`src/rtl/udcount_pkg.sv`:
```
// Shared types for the up/down counter: counting modes and the RUN/HALT control state.
package udcount_pkg;

  typedef enum logic [1:0] {
    MODE_WRAP    = 2'd0,
    MODE_SAT     = 2'd1,
    MODE_ONESHOT = 2'd2
  } mode_t;

  typedef enum logic {
    ST_RUN  = 1'b0,
    ST_HALT = 1'b1
  } state_t;

endpackage

```
`src/rtl/udcount_prescale.sv`:
```
// Enable prescaler: strobe is high on the enabled cycle that completes each PRESCALE-cycle group.
// Only instantiated when UDCOUNT_PRESCALE_EN is defined.
module udcount_prescale
  import udcount_pkg::*;
#(
  parameter int PRESCALE = 1
) (
  input  logic clk,
  input  logic rst,
  input  logic clr,
  input  logic en,
  output logic strobe
);

  // A 1-bit register is kept for PRESCALE=1; it simply stays at 0 so strobe is constant 1.
  localparam int PW = (PRESCALE > 1) ? $clog2(PRESCALE) : 1;
  localparam logic [PW-1:0] LAST = PW'(PRESCALE - 1);

  logic [PW-1:0] cnt_q, cnt_d;

  assign strobe = (cnt_q == LAST);

  always_comb begin
    cnt_d = cnt_q;
    if (clr) begin
      cnt_d = '0;
    end else if (en) begin
      cnt_d = strobe ? '0 : cnt_q + PW'(1);
    end
  end

  always_ff @(posedge clk or posedge rst) begin
    if (rst) cnt_q <= '0;
    else     cnt_q <= cnt_d;
  end

endmodule

```
`src/rtl/udcount_mod.sv`:
```
// Up/down counter with WRAP/SAT/ONESHOT modes, clamped load, terminal-count pulse and done flag.
// Optional enable prescaler is built only when UDCOUNT_PRESCALE_EN is defined.
module udcount_mod
  import udcount_pkg::*;
#(
  parameter int     WIDTH    = 18,
  parameter longint MAX      = (longint'(1) << WIDTH) - 1,
  parameter int     PRESCALE = 1
) (
  input  logic             clk,
  input  logic             rst,
  input  logic             clr,
  input  logic             en,
  input  logic             up,
  input  logic [1:0]       mode,
  input  logic             load,
  input  logic [WIDTH-1:0] load_val,
  output logic [WIDTH-1:0] count,
  output logic             tc,
  output logic             at_max,
  output logic             at_min,
  output logic             done
);

  localparam logic [WIDTH-1:0] MAX_W = WIDTH'(MAX);
  localparam logic [WIDTH-1:0] ONE   = WIDTH'(1);

  if (MAX < 0 || MAX > ((longint'(1) << WIDTH) - 1)) begin : g_bad_max
    $error("udcount_mod: MAX does not fit in WIDTH bits");
  end
  if (PRESCALE < 1) begin : g_bad_prescale
    $error("udcount_mod: PRESCALE must be at least 1");
  end

  state_t           state_q, state_d;
  logic [WIDTH-1:0] count_q, count_d;
  logic             tc_q, tc_d;
  logic             done_q, done_d;
  logic             strobe;
  logic             step;

`ifdef UDCOUNT_PRESCALE_EN
  udcount_prescale #(.PRESCALE(PRESCALE)) u_prescale (
    .clk    (clk),
    .rst    (rst),
    .clr    (clr | load),
    .en     (en & (state_q == ST_RUN)),
    .strobe (strobe)
  );
`else
  assign strobe = 1'b1;
`endif

  assign at_max = (count_q == MAX_W);
  assign at_min = (count_q == '0);
  assign step   = en & strobe & (state_q == ST_RUN) & ~clr & ~load;

  always_comb begin
    state_d = state_q;
    count_d = count_q;
    tc_d    = 1'b0;
    done_d  = done_q;
    if (clr) begin
      count_d = '0;
      done_d  = 1'b0;
      state_d = ST_RUN;
    end else if (load) begin
      count_d = (load_val > MAX_W) ? MAX_W : load_val;
      done_d  = 1'b0;
      state_d = ST_RUN;
    end else if (step) begin
      case (mode)
        MODE_SAT: begin
          if (up ? at_max : at_min) tc_d = 1'b1;
          else count_d = up ? count_q + ONE : count_q - ONE;
        end
        MODE_ONESHOT: begin
          // Step saturates at the bound; landing on the bound ends the run.
          if (up) count_d = at_max ? MAX_W : count_q + ONE;
          else    count_d = at_min ? '0    : count_q - ONE;
          if (up ? (count_d == MAX_W) : (count_d == '0)) begin
            tc_d    = 1'b1;
            done_d  = 1'b1;
            state_d = ST_HALT;
          end
        end
        default: begin
          if (up) begin
            count_d = at_max ? '0 : count_q + ONE;
            tc_d    = at_max;
          end else begin
            count_d = at_min ? MAX_W : count_q - ONE;
            tc_d    = at_min;
          end
        end
      endcase
    end
  end

  always_ff @(posedge clk or posedge rst) begin
    if (rst) begin
      state_q <= ST_RUN;
      count_q <= '0;
      tc_q    <= 1'b0;
      done_q  <= 1'b0;
    end else begin
      state_q <= state_d;
      count_q <= count_d;
      tc_q    <= tc_d;
      done_q  <= done_d;
    end
  end

  assign count = count_q;
  assign tc    = tc_q;
  assign done  = done_q;

endmodule

```
`config.mk`:
```
export PLATFORM = sky130hd
export DESIGN_NAME = udcount_mod
export DESIGN_NICKNAME = d
export VERILOG_FILES = /design/src/rtl/udcount_pkg.sv /design/src/rtl/udcount_prescale.sv /design/src/rtl/udcount_mod.sv
export SDC_FILE = /design/constraint.sdc
export NUM_CORES = 1
export LEC_CHECK = 0
export ABC_AREA = 1
export CAP_MARGIN = 30
export CORE_AREA = 2 2 77 79
export DETAILED_ROUTE_END_ITERATION = 10
export DIE_AREA = 0 0 79 81
export MAX_ROUTING_LAYER = met4
export PLACE_DENSITY = 0.81
export SLEW_MARGIN = 0
export SYNTH_ARGS = -nofsm -noshare
export SYNTH_HDL_FRONTEND = slang
export SYNTH_SLANG_ARGS = --single-unit
```
`constraint.sdc`:
```
create_clock -name clk -period 2.9 [get_ports clk]
set_input_delay 0.435 -clock clk [delete_from_list [all_inputs] [get_ports clk]]
set_output_delay 0.435 -clock clk [all_outputs]
set_load 0.05 [all_outputs]
```
Word-level counts from Yosys, hierarchy flattened
Index checks and enable logic that the tools add are counted.

Flip-flop bits (word level): 20. Input bits: 26. Word-level logic and storage cells: 54. Output and inout bits: 22.

$add $sub $neg: 2. Bitwise logic cells: 6. Reduce and logical (&&, ||, !) cells: 7. Equal/unequal tests: 5. Order comparisons: 1. Mux-type cells: 30.

Operators by type and width (count): $mux 18 (16); $eq 18x18->1 const B (2); $logic_not 18->1 (2); $pmux 18 s2 (1); $add 18x1->18 const B (1); $gt 18x18->1 const B (1); $sub 18x1->18 const B (1); $mux 1 (12); $reduce_bool 3->1 (3); $ne 4x4->1 const B (1); $and 1x1->1 (3); $not 1->1 (3); $reduce_and 3->1 (1); $eq 2x1->1 const B (1); $eq 2x2->1 const B (1); $pmux 1 s2 (1); $reduce_and 2->1 (1).

Longest topological paths before layout
Depth after elaboration: 14. Depth in mapped cells: 17. Mapped depth without buffers: 17.

Worst setup path after synthesis
Ideal clock, no wire load.

Kind: register -> register. Start: reg count_q[0], in the netlist count[0]. End: reg count_q[7], in the netlist count[7]. Buffers on the path: 0. Setup slack: -0.051 ns. Arrival: 2.828 ns. Library setup time: 0.123 ns. Cell stages (with the launch flop): 15. Required time: 2.777 ns. Period minus slack after synthesis: 2.951 ns. Cells stage by stage: dfrtp_1 ha_1 nand3_1 nor2_1 nand3_1 nor2_1 nand2_1 nand2_1 inv_1 nand2_2 nand3_1 nand3_1 o211ai_1 nand2_1 o21ai_1.

Cells in the longest elaborated chain, start to end: 11.

RTL lines: from (decl) (line udcount_mod.sv:36) `logic [WIDTH-1:0] count_q, count_d;`; from (signal assigned) (line udcount_mod.sv:108) `count_q <= count_d;`; $eq 18x18->1 (*) (line udcount_mod.sv:54) `assign at_max = (count_q == MAX_W);`; net at_max (line udcount_mod.sv:20) `output logic at_max,`; $mux 18 (2 in a row) (line udcount_mod.sv:79) `if (up) count_d = at_max ? MAX_W : count_q + ONE;`; $mux 18 (line udcount_mod.sv:72) `case (mode)`; $mux 18 (line udcount_mod.sv:71) `end else if (step) begin`; $mux 18 (line udcount_mod.sv:67) `end else if (load) begin`; $mux 18 (line udcount_mod.sv:63) `if (clr) begin`; $pmux 18 s2 (line udcount_mod.sv:72); $mux 18 (line udcount_mod.sv:71); $mux 18 (line udcount_mod.sv:67); $mux 18 (line udcount_mod.sv:63).

Mark *: on every way through the listed nets, which the timed path passes. The rest lies on a longest branch. The select of a mux whose other input is x is not followed. A chain may end at the register's enable or synchronous reset.

Worst setup path in the final report
Start: reg count_q[0], in the netlist count[0]. End: reg count_q[0], in the netlist count[0].

Cells in the longest elaborated chain, start to end: 11.

RTL lines (line): $sub 18x1->18 (tied with other cells) (udcount_mod.sv:75, udcount_mod.sv:80, udcount_mod.sv:92); $mux 18 (on tied branches) (udcount_mod.sv:80, udcount_mod.sv:79); $mux 18 (udcount_mod.sv:79); $mux 18 (udcount_mod.sv:72); $mux 18 (udcount_mod.sv:71); $mux 18 (udcount_mod.sv:67); $mux 18 (udcount_mod.sv:63); $pmux 18 s2 (udcount_mod.sv:72); $mux 18 (udcount_mod.sv:71); $mux 18 (udcount_mod.sv:67); $mux 18 (udcount_mod.sv:63).

Several ways; a longest one is shown, not always the timed one. The select of a mux whose other input is x is not followed.

==> summary.md <==
| Metric | Value |
|---|---|
| Status | finished clean |
| Yosys warnings | 0 |
| Worst setup EP type | register |
| Avg Inst Size Synth | 5.57 µm² |
| Worst EP required | 3100 ps |
| Max-cap violations | 0 |
| Largest net degree at the start of global routing | 37 |
| IO Pins | 48 |
| Die height | 81 µm |
| Cell depth of the worst hold path | 2 |
| Ant. Diodes | 0 |
| Main combinational cell family by area after synthesis | simple AND/OR/NAND/NOR gates |
| CP cell instances | ha_1, nand2_1, nor2_1, nand2_2, nor2_4, nand2_4, nand2_1, nand2_1, inv_2, nand2_1, a31oi_4, buf_4, inv_2, o22ai_2 |
| Synth Area in XOR/XNOR | 2.91% |
| Multi-input gate area | 2200 µm² |
| Final Wtd Congestion | 1.04 |
| Final Worst Setup Slack | about 120 ps |
| Root Buffer | clkbuf_8 |
| Global-route wire length before repair | 17900 µm |
| Htree depth | 1 |
| Vias in the first global route | roughly 3500 |
| Clk slew on worst S/H paths | ~100 ps |
| Total gr overflow | 0 |
| Die Area | 6400 µm² |
| Post-CTS Setup Inserts | 0 |
| Die width | around 79 µm |
| TritonCTS buffer count | 3 |
| Finished Layout Cells | 658 |
| CP Max Fanout | 17 |
| Reg2Reg Depth | 14 |
| Placement Setup Slack | 129 ps |
| Synth Flop Type | dfrtp_1 |
| Synth Area in Compound Gates | between 15 and 20% |
| FFs w/ async S/R, synth | 100% |
| Final TNS setup | 0 ps |
| Filler instances | around 540 |
| F_max | approximately 360 MHz |
| DP Area | 3570 µm² |
| Area of the core | 5680 µm² |
| Post-synthesis simple-gate area fraction | a little over half |
| Tmin final | roughly 2800 ps |
| Slowest CP cell | dfrtp_1 |
| Final Hold Vio Count | 0 |
| Site Rows | 28 |
| Tcrit/Tclk final | between 90% and 100% |
| Slowest stage delay, CP | around 480 ps |
| Syn_nets | between 500 and 600 |
| Critical setup path kind | register to register |
| Clk_lat worst skew | 280 ps |
| Hold Path Class | register to register |
| Setup violations, final | 0 |
| Tot GR Track Use | 37.1% |
| Worst Tran Pin Value | 869 ps |
| Post-Synth Adder-Cell Area | 1.66% |
| Drt via density | 5.83 |
| Synth Register Bits | 20 |
| Antenna violations before repair | 0 |
| HPWL Detailed | 8560 µm |
| Worst slew margin | 42.0% |
| First-pass iteration count of the detailed router | 6 |
| Sequential cell area | 500 µm² |
| Port Buffer Count | 47 |
| Initial Util | 53.0% |
| Layout area overhead | 20.4% |
| Cell count after synthesis | 540 |
| P_leak | about 0.0017 µW |
| Worst Skew | around 13 ps |
| Layout cells sized above 1 | 8.58% |
| RSZ-0062 raised after global routing | no |
| Starting DRC count in detailed routing | 416 |
| Vias post-DR | 3838 |
| Critical path data arrival time | between 2000 and 3000 ps |
| CTS tree | done |
| Final non-filler cell area | 3620 µm² |
| CTS resizes | 0 |
| Largest cells by area after synthesis | nand2_1 24%, dfrtp_1 17%, nand3_1 10% |
| # hold bufs at CTS | 0 |
| Synth unique cells | 40 |
| DRT Wirelength | roughly 11000 µm |
| Sequential area share after synthesis | 16.6% |
| Layout Nets | 614 |
| Most numerous cell in the Yosys netlist | nand2_1 |
| Startpoint types | register |
| Post-synth top cells | 193 x nand2_1, 71 x nor2_1, 62 x nand3_1 |
| Most used cell, CP | nand2_1 |
| Cell taking the most area after synthesis | nand2_1 |
| PD cells | 377 nW/µm² |
| Placed cell count | roughly 650 |
| Mapped Area | 3010 µm² |
| Post-synth EDFFs | 0 |
| Antenna viol nets, final | 0 |
| Post-synthesis mux area share | 0% |
| Clock buffer depth | 2 |
| Routed len/inst | 16.9 µm |
| Worst VDD drop | 298 µV |
| DR DRC count | 0 |
| Synth top area share | 24.1% |
| Final Max Tran Viols | 0 |
| CTS sink cnt | 20 |
[where the power goes]
group          switching, µW  leakage (µW)  internal, µW
sequential              55.8      0.000261           303
clock                    118     0.0000288           122
combinational            512       0.00145           254
[flip-flops by register name, summed over array words and instances (netlist names)]
register and cells:
count 18, done 1, tc 1
[worst paths after layout]
path                                      start                     to  slack [ps]
max                        count[0]$_DFFE_PP0P_   count[0]$_DFFE_PP0P_         120
min                            done$_DFFE_PP0P_       done$_DFFE_PP0P_         540
max reg2reg                count[0]$_DFFE_PP0P_   count[0]$_DFFE_PP0P_         120
min reg2reg                    done$_DFFE_PP0P_       done$_DFFE_PP0P_         540
max in group asynchronous                   rst  count[17]$_DFFE_PP0P_        1730
min in group asynchronous                   rst   count[4]$_DFFE_PP0P_         630
[metal layers]
layer / wire [µm] / share of wire, % / track usage [%]
met5: 0 / 0 / -
met4: 346 / 3.1 / 11.0
met3: 1180 / 11 / 8.00
met2: 5080 / 46 / 58.1
met1: 4540 / 41 / 48.2
[worst max-delay path: cells and delay by family (launching register included)]
kind / cells / cell delay [ps]
AO/OA/AOI/OAI: 2 / 400
flip-flops: 1 / 480
buffers and inverters: 3 / 410
AND/OR/NAND/NOR: 8 / 1160
adder cells (fa/ha/maj): 1 / 240
[per-stage QoR]
step | total power (µW) | util, % | hold WS, ps
floorplan | 878 | - | 399
global placement | 1110 | 62.9 | 505
detailed placement | 1110 | 62.9 | 507
CTS | 1340 | 63.8 | 540
global route | 1450 | 63.8 | 598
finish | 1370 | 63.8 | 544
[final cells by class]
cell class / count / area share, %
clock buffers: 4 / 1.52
inverters: 55 / 5.77
repair buffers: 57 / 15.6
well taps: 75 / 2.59
flip-flops and latches: 20 / 13.8
multi-input cells: 447 / 60.7
[cells by family after synthesis]
| kind of cell | Yosys count |
|---|---|
| xor gates and xnor gates | 10 |
| adders and majority gates | 4 |
| AOI/OAI and AO/OA | 74 |
| DFF | 20 |
| and+or+nand+nor | 359 |
| buffers and inverters | 73 |
[layout by cell type (no fill, tap or decap), types with 3 or more instances in the layout]
cell type          n
clkinv_1           4
nor2_2             6
ha_1               4
nand2_2            6
nor2_4             3
nor3_1             3
inv_1             47
nand3_1           62
nor2_1            70
clkdlybuf4s50_1   45
dfrtp_1           20
clkbuf_8           4
o211ai_1          15
buf_4             10
xor2_1             8
o22ai_2            5
a21oi_1            4
inv_2              3
o21ai_1           10
nand4_1            7
nand2_1          193
o21ai_0           29
(Power assumes the default switching activity.)
